==> config.mk <==
export PLATFORM = sky130hd
export DESIGN_NAME = divider_req_sequencer
export DESIGN_NICKNAME = d
export VERILOG_FILES = /design/src/rtl/divider_pkg.sv /design/src/rtl/divider_req_fifo.sv /design/src/rtl/divider_req_sequencer.sv
export SDC_FILE = /design/constraint.sdc
export NUM_CORES = 1
export LEC_CHECK = 0
export BUFFER_PORTS_ARGS = -buffer_cell sky130_fd_sc_hd__buf_2
export CAP_MARGIN = 25
export CORE_MARGIN = 1.5
export CORE_UTILIZATION = 45
export DETAILED_ROUTE_END_ITERATION = 6
export PLACE_DENSITY = 0.66
export SYNTH_ARGS = -nofsm -noshare
export SYNTH_HDL_FRONTEND = slang
export SYNTH_HIERARCHICAL = 1
export SYNTH_SLANG_ARGS = --single-unit
export TNS_END_PERCENT = 10
==> constraint.sdc <==
create_clock -name CLK -period 4.3 [get_ports CLK]
set_input_delay 0.43 -clock CLK [delete_from_list [all_inputs] [get_ports CLK]]
set_output_delay 0.43 -clock CLK [all_outputs]
set_load 0.02 [all_outputs]
==> src/rtl/divider_pkg.sv <==
// Shared types for the divider request sequencer.
// Holds the sequencer state enum and level-width helper.
package divider_pkg;

  typedef enum logic [2:0] {
    S_IDLE,
    S_ISSUE,
    S_ARM,
    S_WAIT,
    S_RESP
  } seq_state_t;

  function automatic int lvl_bits(input int depth);
    return $clog2(depth) + 1;
  endfunction

endpackage

==> src/rtl/divider_req_fifo.sv <==
// Request buffer for the divider sequencer.
// Power-of-two depth, pointers wrap naturally.
module divider_req_fifo
  import divider_pkg::*;
#(
  parameter int WIDTH = 16,
  parameter int DEPTH = 4
) (
  input  logic                        clk,
  input  logic                        srst,
  input  logic                        ce,
  input  logic                        push,
  input  logic                        pop,
  input  logic [WIDTH-1:0]            wdata,
  output logic [WIDTH-1:0]            rdata,
  output logic [lvl_bits(DEPTH)-1:0]  level,
  output logic                        full,
  output logic                        empty
);

  localparam int AW = $clog2(DEPTH);
  localparam int LW = lvl_bits(DEPTH);

  logic [WIDTH-1:0] mem [DEPTH];
  logic [AW-1:0]    wptr;
  logic [AW-1:0]    rptr;
  logic [LW-1:0]    cnt;
  logic             do_push;
  logic             do_pop;

  assign full    = (cnt == LW'(DEPTH));
  assign empty   = (cnt == '0);
  assign do_push = push & ~full;
  assign do_pop  = pop & ~empty;
  assign rdata   = mem[rptr];
  assign level   = cnt;

  always_ff @(posedge clk) begin
    if (srst) begin
      wptr <= '0;
      rptr <= '0;
      cnt  <= '0;
    end else if (ce) begin
      if (do_push) wptr <= wptr + 1'b1;
      if (do_pop)  rptr <= rptr + 1'b1;
      cnt <= cnt + LW'(do_push) - LW'(do_pop);
    end
  end

  always_ff @(posedge clk) begin
    if (!srst && ce && do_push)
      mem[wptr] <= wdata;
  end

endmodule

==> src/rtl/divider_req_sequencer.sv <==
// Buffers operand requests and sequences them through a divider.
// Option: DIVIDER_REQ_SEQUENCER_ZERO_BYPASS_EN answers den=0 locally.
module divider_req_sequencer
  import divider_pkg::*;
#(
  parameter int DIV_NUM_BITS = 8,
  parameter int DIV_DEN_BITS = 8,
  parameter int FIFO_DEPTH   = 4
) (
  input  logic                    CLK,
  input  logic                    SRST,
  input  logic                    CE,
  input  logic                    REQ_VALID,
  output logic                    REQ_READY,
  input  logic [DIV_NUM_BITS-1:0] REQ_NUM,
  input  logic [DIV_DEN_BITS-1:0] REQ_DEN,
  output logic                    DIV_START,
  output logic [DIV_NUM_BITS-1:0] DIV_NUM,
  output logic [DIV_DEN_BITS-1:0] DIV_DEN,
  input  logic [DIV_NUM_BITS-1:0] DIV_QUOT,
  input  logic [DIV_DEN_BITS-1:0] DIV_REM,
  input  logic                    DIV_ERROR,
  input  logic                    DIV_DONE,
  output logic                    RSP_VALID,
  input  logic                    RSP_READY,
  output logic [DIV_NUM_BITS-1:0] RSP_QUOT,
  output logic [DIV_DEN_BITS-1:0] RSP_REM,
  output logic                    RSP_ERROR,
  output logic [lvl_bits(FIFO_DEPTH)-1:0] FIFO_LEVEL
);

  localparam int EW = DIV_NUM_BITS + DIV_DEN_BITS;

  seq_state_t state;
  seq_state_t state_nx;

  logic [EW-1:0]           head;
  logic [DIV_NUM_BITS-1:0] head_num;
  logic [DIV_DEN_BITS-1:0] head_den;
  logic                    full;
  logic                    empty;
  logic                    push;
  logic                    pop;
  logic                    byp_hit;
  logic                    load_rsp;
  logic                    load_byp;

  logic [DIV_NUM_BITS-1:0] op_num;
  logic [DIV_DEN_BITS-1:0] op_den;
  logic [DIV_NUM_BITS-1:0] rsp_quot;
  logic [DIV_DEN_BITS-1:0] rsp_rem;
  logic                    rsp_err;

  assign REQ_READY = CE & ~SRST & ~full;
  assign push      = REQ_VALID & REQ_READY;
  assign head_num  = head[EW-1 -: DIV_NUM_BITS];
  assign head_den  = head[DIV_DEN_BITS-1:0];

`ifdef DIVIDER_REQ_SEQUENCER_ZERO_BYPASS_EN
  assign byp_hit = (head_den == '0);
`else
  assign byp_hit = 1'b0;
`endif

  divider_req_fifo #(
    .WIDTH (EW),
    .DEPTH (FIFO_DEPTH)
  ) u_fifo (
    .clk   (CLK),
    .srst  (SRST),
    .ce    (CE),
    .push  (push),
    .pop   (pop),
    .wdata ({REQ_NUM, REQ_DEN}),
    .rdata (head),
    .level (FIFO_LEVEL),
    .full  (full),
    .empty (empty)
  );

  always_comb begin
    state_nx = state;
    pop      = 1'b0;
    load_rsp = 1'b0;
    load_byp = 1'b0;
    unique case (state)
      S_IDLE: begin
        if (!empty) begin
          pop = 1'b1;
          if (byp_hit) begin
            load_byp = 1'b1;
            state_nx = S_RESP;
          end else begin
            state_nx = S_ISSUE;
          end
        end
      end
      S_ISSUE: state_nx = S_ARM;
      // DONE may still be high from the previous job here
      S_ARM:   state_nx = S_WAIT;
      S_WAIT: begin
        if (DIV_DONE) begin
          load_rsp = 1'b1;
          state_nx = S_RESP;
        end
      end
      S_RESP: begin
        if (RSP_READY) state_nx = S_IDLE;
      end
      default: state_nx = S_IDLE;
    endcase
  end

  always_ff @(posedge CLK) begin
    if (SRST) begin
      state    <= S_IDLE;
      op_num   <= '0;
      op_den   <= '0;
      rsp_quot <= '0;
      rsp_rem  <= '0;
      rsp_err  <= 1'b0;
    end else if (CE) begin
      state <= state_nx;
      if (pop) begin
        op_num <= head_num;
        op_den <= head_den;
      end
      if (load_rsp) begin
        rsp_quot <= DIV_QUOT;
        rsp_rem  <= DIV_REM;
        rsp_err  <= DIV_ERROR;
      end
      if (load_byp) begin
        rsp_quot <= '1;
        rsp_rem  <= DIV_DEN_BITS'(head_num);
        rsp_err  <= 1'b1;
      end
    end
  end

  assign DIV_START = CE & ~SRST & (state == S_ISSUE);
  assign RSP_VALID = CE & ~SRST & (state == S_RESP);
  assign DIV_NUM   = op_num;
  assign DIV_DEN   = op_den;
  assign RSP_QUOT  = rsp_quot;
  assign RSP_REM   = rsp_rem;
  assign RSP_ERROR = rsp_err;

endmodule

==> metrics.txt, run 1 <==
# TYPE chip_impl_metric gauge
chip_impl_metric{name="post_cts_resized",unit=""} 0
chip_impl_info{name="clock_tree_from_tritoncts",value="done"} 1
chip_impl_metric{name="tns",unit="ns"} 0
chip_impl_metric{name="report.final.hold_viol_count",unit=""} 0
chip_impl_metric{name="chipHeight",unit="um"} 103
chip_impl_metric{name="clock_sinks",unit=""} 109
chip_impl_info{name="synth-main-ff-cell",value="sky130_fd_sc_hd__edfxtp_1"} 1
chip_impl_metric{name="seq_area_frac_synth",unit=""} 0.623
chip_impl_info{name="cp_cell_sequence",value="nor3_1 -> nor4_1 -> nor2b_1 -> ha_1 -> inv_1 -> ha_1 -> fa_1 -> xnor2_1 -> a21oi_1 -> a31o_2"} 1
chip_impl_metric{name="die_x",unit="um"} 103
chip_impl_metric{name="maximum_achievable_frequency",unit="MHz"} 352
chip_impl_info{name="timing.critical_path.to_type",value="register"} 1
chip_impl_metric{name="gate_count_of_the_mapped_netlist",unit=""} 311
chip_impl_metric{name="core_rows",unit=""} 36
chip_impl_metric{name="initial_utilization",unit=""} 0.464
chip_impl_info{name="cp_top_family",value="simple AND/OR/NAND/NOR gates"} 1
chip_impl_metric{name="port_buffers",unit=""} 77
chip_impl_metric{name="via_count_of_the_first_global_routing_pass",unit=""} 2480
chip_impl_info{name="synth_top_cell_by_area",value="sky130_fd_sc_hd__edfxtp_1"} 1
chip_impl_info{name="startpoint_type",value="register"} 1
chip_impl_metric{name="vias_per_cell",unit=""} 4.89
chip_impl_info{name="yosys.cell_count.top_type",value="sky130_fd_sc_hd__nand2b_1"} 1
chip_impl_metric{name="final_count_of_negative_setup_slack_endpoints",unit=""} 0
chip_impl_metric{name="cts_hold_buf",unit=""} 0
chip_impl_info{name="top_usage_layer",value="met2"} 1
chip_impl_metric{name="post-cts-setup-buffer-count",unit=""} 0
chip_impl_metric{name="number_of_flops_mapped_to_enable_cells_by_yosys",unit=""} 64
chip_impl_metric{name="peakVddDrop",unit="V"} 0.000178
chip_impl_metric{name="antennaDiodeCount",unit=""} 0
chip_impl_metric{name="slew_headroom",unit=""} 0.439
chip_impl_metric{name="global_route.usage.met1",unit=""} 0.196
chip_impl_metric{name="drtPass1Iterations",unit=""} 4
chip_impl_metric{name="dpl.hpwl",unit="um"} 5100
chip_impl_metric{name="synthArstFlopShare",unit=""} 0
chip_impl_metric{name="wl_per_instance",unit="um"} 14.6
chip_impl_metric{name="power",unit="uW"} 1790
chip_impl_metric{name="gr_layer_usage_met3",unit=""} 0.0316
chip_impl_info{name="rsz0062_at_grt",value="no"} 1
chip_impl_metric{name="place_congestion",unit=""} 0.736
chip_impl_metric{name="slew_violations",unit=""} 0
chip_impl_metric{name="drt_drc_violations_left",unit=""} 0
chip_impl_metric{name="via_count",unit=""} 2551
chip_impl_info{name="ys_top_cells_by_area",value="sky130_fd_sc_hd__edfxtp_1 (42%), sky130_fd_sc_hd__dfxtp_1 (20%), sky130_fd_sc_hd__nand2b_1 (9.5%), sky130_fd_sc_hd__mux4_2 (8.0%), sky130_fd_sc_hd__mux2i_1 (7.7%)"} 1
chip_impl_info{name="cp_slowest_cell",value="sky130_fd_sc_hd__nor3_1"} 1
chip_impl_metric{name="cts_buffers",unit=""} 9
chip_impl_metric{name="netlist.area_leader.share",unit=""} 0.424
chip_impl_metric{name="max_stage_delay",unit="ns"} 0.57
chip_impl_metric{name="post_route_clock_skew",unit="ns"} 0.0147
chip_impl_metric{name="critical_path_required",unit="ns"} 4.56
chip_impl_metric{name="cellPowerDensity",unit="nW/um^2"} 345
chip_impl_info{name="path_class",value="reg2reg"} 1
chip_impl_metric{name="timing.max_cap.violations",unit=""} 0
chip_impl_metric{name="syn_area",unit="um^2"} 4530
chip_impl_metric{name="post_synth.cell_area_avg",unit="um^2"} 14.6
chip_impl_metric{name="post_route_cells_drive_above_1_share",unit=""} 0.303
chip_impl_metric{name="h_tree_level_count",unit=""} 3
chip_impl_metric{name="netlist-cell-type-count",unit=""} 37
chip_impl_metric{name="grt_overflow",unit=""} 0
chip_impl_info{name="path_common_cell",value="sky130_fd_sc_hd__ha_1"} 1
chip_impl_metric{name="die_area",unit="um^2"} 10700
chip_impl_metric{name="tightest_slew",unit="ns"} 0.841
chip_impl_metric{name="buf_inv_on_cp",unit=""} 1
chip_impl_metric{name="grt_start_max_net_pins",unit=""} 82
chip_impl_info{name="hp-class",value="in2reg"} 1
chip_impl_metric{name="grt_util_all_layers",unit=""} 0.148
chip_impl_metric{name="num_io_pins",unit=""} 78
chip_impl_metric{name="timing.final.crit_share",unit=""} 0.661
chip_impl_metric{name="antenna_found_initial",unit=""} 0
chip_impl_metric{name="min_period",unit="ns"} 2.84
chip_impl_metric{name="detail_route.wirelength",unit="um"} 7640
chip_impl_metric{name="fp.coreArea",unit="um^2"} 9770
chip_impl_metric{name="worstSkewPairLatency",unit="ns"} 0.36
chip_impl_metric{name="global_route_wire_length_before_repair",unit="um"} 12000
chip_impl_metric{name="antenna_violating_nets_post_route",unit=""} 0
chip_impl_metric{name="cts.clk_slew.worst_paths",unit="ns"} 0.10
chip_impl_metric{name="yosysWarnings",unit=""} 6
chip_impl_info{name="run_status",value="finished clean"} 1
chip_impl_info{name="clk_root_buffer_cell",value="sky130_fd_sc_hd__clkbuf_8"} 1
chip_impl_info{name="synth_commonest_cells",value="sky130_fd_sc_hd__nand2b_1 (69), sky130_fd_sc_hd__edfxtp_1 (64), sky130_fd_sc_hd__dfxtp_1 (45), sky130_fd_sc_hd__mux2i_1 (35), sky130_fd_sc_hd__mux4_2 (16)"} 1
chip_impl_metric{name="timing.critical_path.arrival",unit="ns"} 3.11
chip_impl_metric{name="clockBufferDepth",unit=""} 2
chip_impl_metric{name="globalRouteMet2Util",unit=""} 0.235
chip_impl_metric{name="syn_to_final_growth",unit="%"} 14.3
chip_impl_metric{name="synth.ff_latch_count",unit=""} 109
chip_impl_metric{name="p_leak",unit="uW"} 0.00187
chip_impl_metric{name="first_iteration_detailed_routing_drc_count",unit=""} 113
chip_impl_metric{name="synthesis.nets",unit=""} 357
chip_impl_metric{name="design.final.nets",unit=""} 430
chip_impl_metric{name="path_max_fanout",unit=""} 7
layer usage:
layer,vias up,share of wire
met4,0,0.017
li1,1259,-
met2,71,0.46
met3,10,0.053
met5,-,0
met1,1211,0.47
cell families after synthesis:
group	synth area share
flops	0.623
mux	0.157
buf+inv	0.0329
xor+xnor	0.00387
simple gates	0.143
compound gates	0.0196
fa+ha+maj	0.0210
final timing paths:
path,startpoint,endpoint,slack (ns),depth (start not counted)
max reg2reg,u_fifo/level[1]$_SDFFE_PP0P_,u_fifo/level[2]$_SDFFE_PP0P_,1.46,10
min,REQ_NUM[2],u_fifo/mem[3][10]$_DFFE_PP_,0.28,1
min reg2reg,RSP_REM[6]$_SDFFE_PP0P_,RSP_REM[6]$_SDFFE_PP0P_,0.48,2
max,u_fifo/level[1]$_SDFFE_PP0P_,u_fifo/level[2]$_SDFFE_PP0P_,1.46,10
where the power goes:
group          switching, uW  internal, uW
Sequential              6.26          1110
Combinational           50.1          43.4
Clock                    355           223
per-stage QoR:
step	cell area, um^2	utilization	std cells	setup slack [ns]	hold slack, ns
floorplan	4530	-	311	1.42	0.459
global placement	4980	0.510	505	1.65	0.455
detailed placement	5000	0.512	506	1.50	0.461
CTS	5180	0.530	522	1.47	0.259
global route	5180	0.530	522	1.21	0.260
finish	5180	0.530	522	1.46	0.281
sequential cells by signal, indices dropped and copies added, names as in the netlist, named ones only:
register and cells:
u_fifo/mem 64, DIV_DEN 8, DIV_NUM 8, RSP_QUOT 8, RSP_REM 8, state 3
u_fifo/level 3, u_fifo/rptr 2, u_fifo/wptr 2, RSP_ERROR 1
worst register-to-register path, cell delays in order (launching register included):
cell	delay (ns)
sky130_fd_sc_hd__dfxtp_1	0.40
sky130_fd_sc_hd__nor3_1	0.57
sky130_fd_sc_hd__nor4_1	0.16
sky130_fd_sc_hd__nor2b_1	0.17
sky130_fd_sc_hd__ha_1	0.30
sky130_fd_sc_hd__inv_1	0.04
sky130_fd_sc_hd__ha_1	0.19
sky130_fd_sc_hd__fa_1	0.38
sky130_fd_sc_hd__xnor2_1	0.21
sky130_fd_sc_hd__a21oi_1	0.11
sky130_fd_sc_hd__a31o_2	0.22
cell type report:
cell class / count / area [um^2]
Clock buffer: 10 / 128
Clock inverter: 6 / 53.8
Fill cell: 823 / 4590
Inverter: 7 / 26.3
Multi-Input combinational cell: 177 / 1570
Sequential cell: 109 / 2820
Tap cell: 133 / 166
Timing Repair Buffer: 80 / 415
layout by cell type (no fill, tap or decap), types with 2 or more instances in the layout:
cell                        n
sky130_fd_sc_hd__dfxtp_1   45
sky130_fd_sc_hd__and2_1     5
sky130_fd_sc_hd__nor2_1     8
sky130_fd_sc_hd__nor3_1     5
sky130_fd_sc_hd__clkbuf_8   9
sky130_fd_sc_hd__o21ai_0    4
sky130_fd_sc_hd__ha_1       6
sky130_fd_sc_hd__or3_1      3
sky130_fd_sc_hd__edfxtp_1  64
sky130_fd_sc_hd__mux4_2    16
sky130_fd_sc_hd__xnor2_1    2
sky130_fd_sc_hd__nand2b_1  69
sky130_fd_sc_hd__a21oi_1    6
sky130_fd_sc_hd__inv_1      6
sky130_fd_sc_hd__buf_2     77
sky130_fd_sc_hd__buf_4      2
sky130_fd_sc_hd__inv_6      3
sky130_fd_sc_hd__mux2i_1   35
sky130_fd_sc_hd__nor2b_1    2
sky130_fd_sc_hd__nor3b_1    2
Power figures use the tool's default switching activity.
==> inputs of run 2 (changes only) <==
Settings changed: PLACE_DENSITY 0.66 to 0.69.
Clock period 4.3 ns to 2.6 ns, I/O delays scaled along.
==> metrics.txt, run 2 (synthesis results as in run 1) <==
# TYPE chip_impl_metric gauge
chip_impl_info{name="run_status",value="finished clean"} 1
chip_impl_metric{name="timing.reg2reg.worst_path_depth",unit=""} 11
chip_impl_info{name="regMostFlops",value="u_fifo/mem"} 1
chip_impl_metric{name="cts_buffers",unit=""} 9
chip_impl_info{name="cp_slowest_cell",value="sky130_fd_sc_hd__dfxtp_1"} 1
chip_impl_metric{name="num_io_pins",unit=""} 78
chip_impl_info{name="path_common_cell",value="sky130_fd_sc_hd__ha_1"} 1
chip_impl_info{name="hp-class",value="in2reg"} 1
chip_impl_metric{name="final_count_of_negative_setup_slack_endpoints",unit=""} 0
chip_impl_metric{name="vias_per_cell",unit=""} 4.93
chip_impl_metric{name="syn_to_final_growth",unit="%"} 16.8
chip_impl_metric{name="max_stage_delay",unit="ns"} 0.50
chip_impl_metric{name="grt_overflow",unit=""} 0
chip_impl_metric{name="first_iteration_detailed_routing_drc_count",unit=""} 111
chip_impl_info{name="mostFrequentLayoutCell",value="sky130_fd_sc_hd__buf_2"} 1
chip_impl_metric{name="global_route_wire_length_before_repair",unit="um"} 11800
chip_impl_metric{name="antenna_violating_nets_post_route",unit=""} 0
chip_impl_info{name="startpoint_type",value="register"} 1
chip_impl_info{name="worst_setup_path_endpoint",value="u_fifo/level[2]$_SDFFE_PP0P_"} 1
chip_impl_metric{name="peakVddDrop",unit="V"} 0.000270
chip_impl_metric{name="grt_util_all_layers",unit=""} 0.149
chip_impl_metric{name="detail_route.wirelength",unit="um"} 7710
chip_impl_metric{name="final_util",unit=""} 0.542
chip_impl_metric{name="initial_utilization",unit=""} 0.464
chip_impl_metric{name="dpl.hpwl",unit="um"} 4960
chip_impl_metric{name="via_count_of_the_first_global_routing_pass",unit=""} 2364
chip_impl_metric{name="buf_inv_on_cp",unit=""} 1
chip_impl_info{name="worst_r2r_endpoint",value="u_fifo/level[2]$_SDFFE_PP0P_"} 1
chip_impl_metric{name="h_tree_level_count",unit=""} 3
chip_impl_info{name="cp_cell_sequence",value="nor3b_4 -> nor3_4 -> and2_1 -> nand2b_1 -> ha_1 -> inv_1 -> ha_1 -> fa_1 -> xnor2_1 -> a21oi_1 -> a31o_2"} 1
chip_impl_metric{name="chipHeight",unit="um"} 103
chip_impl_metric{name="largest_register_ffs",unit=""} 64
chip_impl_metric{name="timing.final.crit_share",unit=""} 0.926
chip_impl_metric{name="die_x",unit="um"} 103
chip_impl_metric{name="antenna_found_initial",unit=""} 0
chip_impl_metric{name="critical_path_required",unit="ns"} 2.87
chip_impl_metric{name="report.final.hold_viol_count",unit=""} 0
chip_impl_metric{name="wl_per_instance",unit="um"} 14.5
chip_impl_info{name="clock_tree_from_tritoncts",value="done"} 1
chip_impl_info{name="clk_root_buffer_cell",value="sky130_fd_sc_hd__clkbuf_8"} 1
chip_impl_metric{name="port_buffers",unit=""} 77
chip_impl_metric{name="tns",unit="ns"} 0
chip_impl_metric{name="worstSkewPairLatency",unit="ns"} 0.37
chip_impl_metric{name="fp.coreArea",unit="um^2"} 9770
chip_impl_info{name="worst_setup_path_startpoint",value="u_fifo/level[0]$_SDFFE_PP0P_"} 1
chip_impl_metric{name="path_max_fanout",unit=""} 6
chip_impl_metric{name="tightest_slew",unit="ns"} 0.813
chip_impl_metric{name="clockBufferDepth",unit=""} 2
chip_impl_metric{name="drt_drc_violations_left",unit=""} 0
chip_impl_info{name="cp_top_family",value="adder cells"} 1
chip_impl_metric{name="slew_headroom",unit=""} 0.457
chip_impl_metric{name="timing.max_cap.violations",unit=""} 0
chip_impl_metric{name="cellPowerDensity",unit="nW/um^2"} 577
chip_impl_metric{name="cp_num_cells",unit=""} 11
chip_impl_metric{name="post_route_cells_drive_above_1_share",unit=""} 0.329
chip_impl_metric{name="r2r_setup_slack",unit="ns"} 0.19
chip_impl_metric{name="timing.critical_path.arrival",unit="ns"} 2.68
chip_impl_metric{name="core_rows",unit=""} 36
chip_impl_metric{name="grt_start_max_net_pins",unit=""} 82
chip_impl_metric{name="antennaDiodeCount",unit=""} 0
chip_impl_metric{name="drtPass1Iterations",unit=""} 4
chip_impl_metric{name="post_route_clock_skew",unit="ns"} 0.00946
chip_impl_info{name="layout_common_cells",value="sky130_fd_sc_hd__buf_2 (77), sky130_fd_sc_hd__nand2b_1 (69), sky130_fd_sc_hd__edfxtp_1 (64)"} 1
chip_impl_metric{name="via_count",unit=""} 2620
chip_impl_info{name="rsz0062_at_grt",value="no"} 1
chip_impl_metric{name="clock_sinks",unit=""} 109
chip_impl_metric{name="slew_violations",unit=""} 0
chip_impl_info{name="timing.critical_path.to_type",value="register"} 1
chip_impl_metric{name="min_period",unit="ns"} 2.41
chip_impl_metric{name="die_area",unit="um^2"} 10700
chip_impl_metric{name="place_congestion",unit=""} 0.761
chip_impl_metric{name="design.final.nets",unit=""} 439
chip_impl_metric{name="cts.clk_slew.worst_paths",unit="ns"} 0.11
chip_impl_info{name="path_class",value="reg2reg"} 1
chip_impl_metric{name="fillCellCount",unit=""} 814
chip_impl_info{name="r2r-start",value="u_fifo/level[0]$_SDFFE_PP0P_"} 1
chip_impl_metric{name="p_leak",unit="uW"} 0.00192
chip_impl_metric{name="maximum_achievable_frequency",unit="MHz"} 415
==> run 2: cell types whose count changed in the layout (fill, tap and decap cells not counted), sizes merged <==
cell / delta
buf: +9
clkinvlp: +2
bufinv: +1
clkbuf: -1
clkinv: -1
inv: -1
==> run 2: where the power goes <==
group | leakage (uW) | internal (uW) | switching (uW)
clock network | 0.0000944 | 459 | 585
registers | 0.000939 | 1840 | 10.2
logic | 0.000890 | 78.2 | 84.4
total | 0.00192 | 2370 | 680
==> run 2: worst register-to-register path, stage by stage, from the launching register on <==
cell and delay (ns):
sky130_fd_sc_hd__dfxtp_1 0.50, sky130_fd_sc_hd__nor3b_4 0.09, sky130_fd_sc_hd__nor3_4 0.11, sky130_fd_sc_hd__and2_1 0.16
sky130_fd_sc_hd__nand2b_1 0.06, sky130_fd_sc_hd__ha_1 0.27, sky130_fd_sc_hd__inv_1 0.04, sky130_fd_sc_hd__ha_1 0.18
sky130_fd_sc_hd__fa_1 0.38, sky130_fd_sc_hd__xnor2_1 0.22, sky130_fd_sc_hd__a21oi_1 0.10, sky130_fd_sc_hd__a31o_2 0.21
==> run 2: area by class of cell <==
| class | count | area, um^2 | share of cell area |
|---|---|---|---|
| Multi-Input combinational cell | 177 | 1600 | 0.302 |
| Inverter | 7 | 26.3 | 0.00496 |
| Clock buffer | 9 | 124 | 0.0234 |
| Timing Repair Buffer | 89 | 475 | 0.0898 |
| Sequential cell | 109 | 2820 | 0.533 |
| Tap cell | 133 | 166 | 0.0314 |
| Clock inverter | 7 | 81.3 | 0.0154 |
==> run 2: worst min-delay path by stage <==
| stage | slack (ns) | startpoint | depth (start not counted) | endpoint |
|---|---|---|---|---|
| 4_1_cts | 0.08 | REQ_NUM[1] | 1 | u_fifo/mem[3][9]$_DFFE_PP_ |
| 6_report | 0.10 | REQ_NUM[1] | 1 | u_fifo/mem[1][9]$_DFFE_PP_ |
| 3_3_place_gp | 0.46 | RSP_REM[2]$_SDFFE_PP0P_ | 2 | RSP_REM[2]$_SDFFE_PP0P_ |
| 5_1_grt | 0.08 | REQ_NUM[1] | 1 | u_fifo/mem[3][9]$_DFFE_PP_ |
| 3_5_place_dp | 0.46 | DIV_NUM[0]$_SDFFE_PP0P_ | 2 | DIV_NUM[0]$_SDFFE_PP0P_ |
| 2_1_floorplan | 0.36 | REQ_DEN[0] | 0 | u_fifo/mem[0][0]$_DFFE_PP_ |
==> run 2: timing repair <==
item,in CTS,in global routing
resized for setup,0,3
hold buffers,0,0
setup buffers,0,1
endpoints found under the setup margin,0,1
==> run 2: stage by stage <==
| step | total power (uW) | hold slack (ns) | instance area, um^2 | setup slack [ns] | std cells |
|---|---|---|---|---|---|
| finish | 3050 | 0.104 | 5290 | 0.192 | 531 |
| global route | 3180 | 0.0847 | 5290 | 0.0244 | 531 |
| CTS | 3090 | 0.0847 | 5270 | 0.103 | 530 |
| detailed placement | 2050 | 0.460 | 5060 | 0.114 | 514 |
| global placement | 2040 | 0.455 | 5060 | 0.196 | 514 |
| floorplan | 1980 | 0.359 | 4540 | 0.0182 | 311 |
==> run 2: per-layer routing <==
layer / up-vias / wire, um / track usage
met2: 78 / 3540 / 0.233
met5: - / 0 / 0
met3: 12 / 462 / 0.0336
li1: 1274 / - / -
met4: 0 / 160 / 0.0780
met1: 1256 / 3550 / 0.196
==> inputs of run 3 (changes only) <==
--- a/config.mk
+++ b/config.mk
@@ -13,2 +13,3 @@
 export PLACE_DENSITY = 0.69
+export SETUP_SLACK_MARGIN = 0.3
 export SYNTH_ARGS = -nofsm -noshare
--- a/constraint.sdc
+++ b/constraint.sdc
@@ -3,2 +3,2 @@
 set_output_delay 0.26 -clock CLK [all_outputs]
-set_load 0.02 [all_outputs]
+set_load 0.05 [all_outputs]
==> metrics.txt, run 3 (synthesis results as in run 1) <==
# TYPE chip_impl_metric gauge
chip_impl_metric{name="drt_drc_violations_left",unit=""} 0
chip_impl_metric{name="buf_inv_on_cp",unit=""} 1
chip_impl_metric{name="port_buffers",unit=""} 77
chip_impl_info{name="cp_top_family",value="adder cells"} 1
chip_impl_info{name="worst_r2r_endpoint",value="u_fifo/level[2]$_SDFFE_PP0P_"} 1
chip_impl_metric{name="worstSkewPairLatency",unit="ns"} 0.38
chip_impl_metric{name="final_count_of_negative_setup_slack_endpoints",unit=""} 0
chip_impl_metric{name="detail_route.wirelength",unit="um"} 7730
chip_impl_metric{name="report.final.hold_viol_count",unit=""} 0
chip_impl_metric{name="tightest_slew",unit="ns"} 0.783
chip_impl_metric{name="largest_register_ffs",unit=""} 64
chip_impl_metric{name="design.final.nets",unit=""} 436
chip_impl_metric{name="timing.reg2reg.worst_path_depth",unit=""} 11
chip_impl_info{name="startpoint_type",value="register"} 1
chip_impl_metric{name="timing.max_cap.violations",unit=""} 0
chip_impl_metric{name="grt_util_all_layers",unit=""} 0.154
chip_impl_info{name="timing.critical_path.to_type",value="register"} 1
chip_impl_metric{name="global_route_wire_length_before_repair",unit="um"} 12300
chip_impl_metric{name="post_route_cells_drive_above_1_share",unit=""} 0.344
chip_impl_metric{name="syn_to_final_growth",unit="%"} 17.4
chip_impl_metric{name="drtPass1Iterations",unit=""} 4
chip_impl_info{name="run_status",value="finished clean"} 1
chip_impl_info{name="r2r-start",value="u_fifo/level[2]$_SDFFE_PP0P_"} 1
chip_impl_metric{name="grt_overflow",unit=""} 0
chip_impl_metric{name="path_max_fanout",unit=""} 7
chip_impl_metric{name="min_period",unit="ns"} 2.31
chip_impl_metric{name="slew_violations",unit=""} 0
chip_impl_metric{name="place_congestion",unit=""} 0.751
chip_impl_info{name="cp_cell_sequence",value="nor3b_4 -> nor3_4 -> and2_4 -> nand2b_1 -> ha_1 -> inv_1 -> ha_2 -> fa_2 -> xnor2_2 -> a21oi_1 -> a31o_2"} 1
chip_impl_info{name="rsz0062_at_grt",value="yes"} 1
chip_impl_info{name="cp_slowest_cell",value="sky130_fd_sc_hd__dfxtp_4"} 1
chip_impl_info{name="layout_common_cells",value="sky130_fd_sc_hd__buf_2 (77), sky130_fd_sc_hd__nand2b_1 (69), sky130_fd_sc_hd__edfxtp_1 (64)"} 1
chip_impl_metric{name="post_route_clock_skew",unit="ns"} 0.0172
chip_impl_metric{name="cellPowerDensity",unit="nW/um^2"} 589
chip_impl_metric{name="first_iteration_detailed_routing_drc_count",unit=""} 120
chip_impl_info{name="path_class",value="reg2reg"} 1
chip_impl_metric{name="vias_per_cell",unit=""} 4.86
chip_impl_metric{name="initial_utilization",unit=""} 0.464
chip_impl_metric{name="timing.final.crit_share",unit=""} 0.888
chip_impl_metric{name="timing.hold.worst_path_depth",unit=""} 1
chip_impl_metric{name="maximum_achievable_frequency",unit="MHz"} 433
chip_impl_info{name="worst_hold_startpoint",value="REQ_NUM[0]"} 1
chip_impl_metric{name="dpl.hpwl",unit="um"} 4940
chip_impl_info{name="clk_root_buffer_cell",value="sky130_fd_sc_hd__clkbuf_8"} 1
chip_impl_metric{name="die_x",unit="um"} 103
chip_impl_metric{name="power",unit="uW"} 3130
chip_impl_metric{name="slew_headroom",unit=""} 0.477
chip_impl_info{name="mostFrequentLayoutCell",value="sky130_fd_sc_hd__buf_2"} 1
chip_impl_metric{name="die_area",unit="um^2"} 10700
chip_impl_metric{name="timing.critical_path.arrival",unit="ns"} 2.58
chip_impl_info{name="hp-class",value="in2reg"} 1
chip_impl_metric{name="r2r_setup_slack",unit="ns"} 0.29
chip_impl_metric{name="core_rows",unit=""} 36
chip_impl_info{name="whs_endpoint",value="u_fifo/mem[2][8]$_DFFE_PP_"} 1
chip_impl_metric{name="antenna_found_initial",unit=""} 0
chip_impl_metric{name="clockBufferDepth",unit=""} 2
chip_impl_metric{name="peakVddDrop",unit="V"} 0.000309
chip_impl_metric{name="via_count",unit=""} 2567
chip_impl_metric{name="antenna_violating_nets_post_route",unit=""} 0
chip_impl_metric{name="max_stage_delay",unit="ns"} 0.37
chip_impl_metric{name="grt_start_max_net_pins",unit=""} 82
chip_impl_metric{name="cts_buffers",unit=""} 9
chip_impl_metric{name="p_leak",unit="uW"} 0.00193
chip_impl_metric{name="wl_per_instance",unit="um"} 14.6
chip_impl_metric{name="final_util",unit=""} 0.544
chip_impl_metric{name="antennaDiodeCount",unit=""} 0
chip_impl_metric{name="cts.clk_slew.worst_paths",unit="ns"} 0.12
chip_impl_metric{name="via_count_of_the_first_global_routing_pass",unit=""} 2503
chip_impl_info{name="clock_tree_from_tritoncts",value="done"} 1
chip_impl_metric{name="critical_path_required",unit="ns"} 2.87
chip_impl_metric{name="num_io_pins",unit=""} 78
chip_impl_metric{name="chipHeight",unit="um"} 103
chip_impl_metric{name="clock_sinks",unit=""} 109
chip_impl_info{name="regMostFlops",value="u_fifo/mem"} 1
chip_impl_metric{name="h_tree_level_count",unit=""} 3
chip_impl_metric{name="fp.coreArea",unit="um^2"} 9770
-- run 3: cell count changes in the layout (fill, tap and decap cells not counted), sizes merged --
cell      change
buf           -3
clkinvlp      -2
clkinv        +2
-- run 3: area by class of cell --
class,count,area [um^2]
well taps,133,166
repair buffers,86,453
inverters,7,26.3
flip-flops and latches,109,2830
fillers,845,4460
clock inverters,7,101
clock buffers,9,124
multi-input cells,177,1610
-- run 3: routing by layer --
layer  up-vias  wire (um)  track usage
met3         7        333       0.0444
met2        59       3620        0.254
met5         -          0            0
li1       1276          -            -
met4         0        101       0.0561
met1      1225       3680        0.195
-- run 3: worst max path at each step --
stage,startpoint,endpoint,depth (start not counted)
3_5_place_dp,CE,u_fifo/level[2]$_SDFFE_PP0P_,12
3_3_place_gp,CE,u_fifo/level[2]$_SDFFE_PP0P_,12
6_report,u_fifo/level[2]$_SDFFE_PP0P_,u_fifo/level[2]$_SDFFE_PP0P_,11
4_1_cts,u_fifo/level[2]$_SDFFE_PP0P_,u_fifo/level[2]$_SDFFE_PP0P_,11
2_1_floorplan,u_fifo/level[2]$_SDFFE_PP0P_,u_fifo/level[2]$_SDFFE_PP0P_,11
5_1_grt,u_fifo/level[2]$_SDFFE_PP0P_,u_fifo/level[2]$_SDFFE_PP0P_,11
-- run 3: repair_timing --
action | 4_1_cts | 5_1_grt
hold buffers | 0 | 0
setup buffers | 1 | 0
setup endpoints to repair | 2 | 2
gates resized for setup | 3 | 0
pin swaps | 1 | 0
-- run 3: stage by stage --
step / std cells / setup TNS [ns] / worst slack (ns) / cell area, um^2 / hold WS [ns]
2_1_floorplan: 311 / -0.102 / -0.102 / 4570 / 0.359
3_3_place_gp: 511 / 0 / 0.266 / 5070 / 0.456
3_5_place_dp: 511 / 0 / 0.213 / 5070 / 0.460
4_1_cts: 528 / 0 / 0.304 / 5320 / 0.0735
5_1_grt: 528 / 0 / 0.198 / 5320 / 0.0652
6_report: 528 / 0 / 0.290 / 5320 / 0.0858
-- run 3: power by group --
group	internal, uW	total [uW]	switching [uW]	leakage (uW)
Clock	478	1110	628	0.000109
Combinational	76.9	184	107	0.000881
Sequential	1830	1840	9.64	0.000941
Total	2390	3130	745	0.00193
-- run 3: worst register-to-register path, stage by stage, from the launching register on --
cell and delay [ns]:
sky130_fd_sc_hd__dfxtp_4 0.37, sky130_fd_sc_hd__nor3b_4 0.17, sky130_fd_sc_hd__nor3_4 0.17, sky130_fd_sc_hd__and2_4 0.16, sky130_fd_sc_hd__nand2b_1 0.05, sky130_fd_sc_hd__ha_1 0.27, sky130_fd_sc_hd__inv_1 0.05, sky130_fd_sc_hd__ha_2 0.17
sky130_fd_sc_hd__fa_2 0.35, sky130_fd_sc_hd__xnor2_2 0.16, sky130_fd_sc_hd__a21oi_1 0.09, sky130_fd_sc_hd__a31o_2 0.21
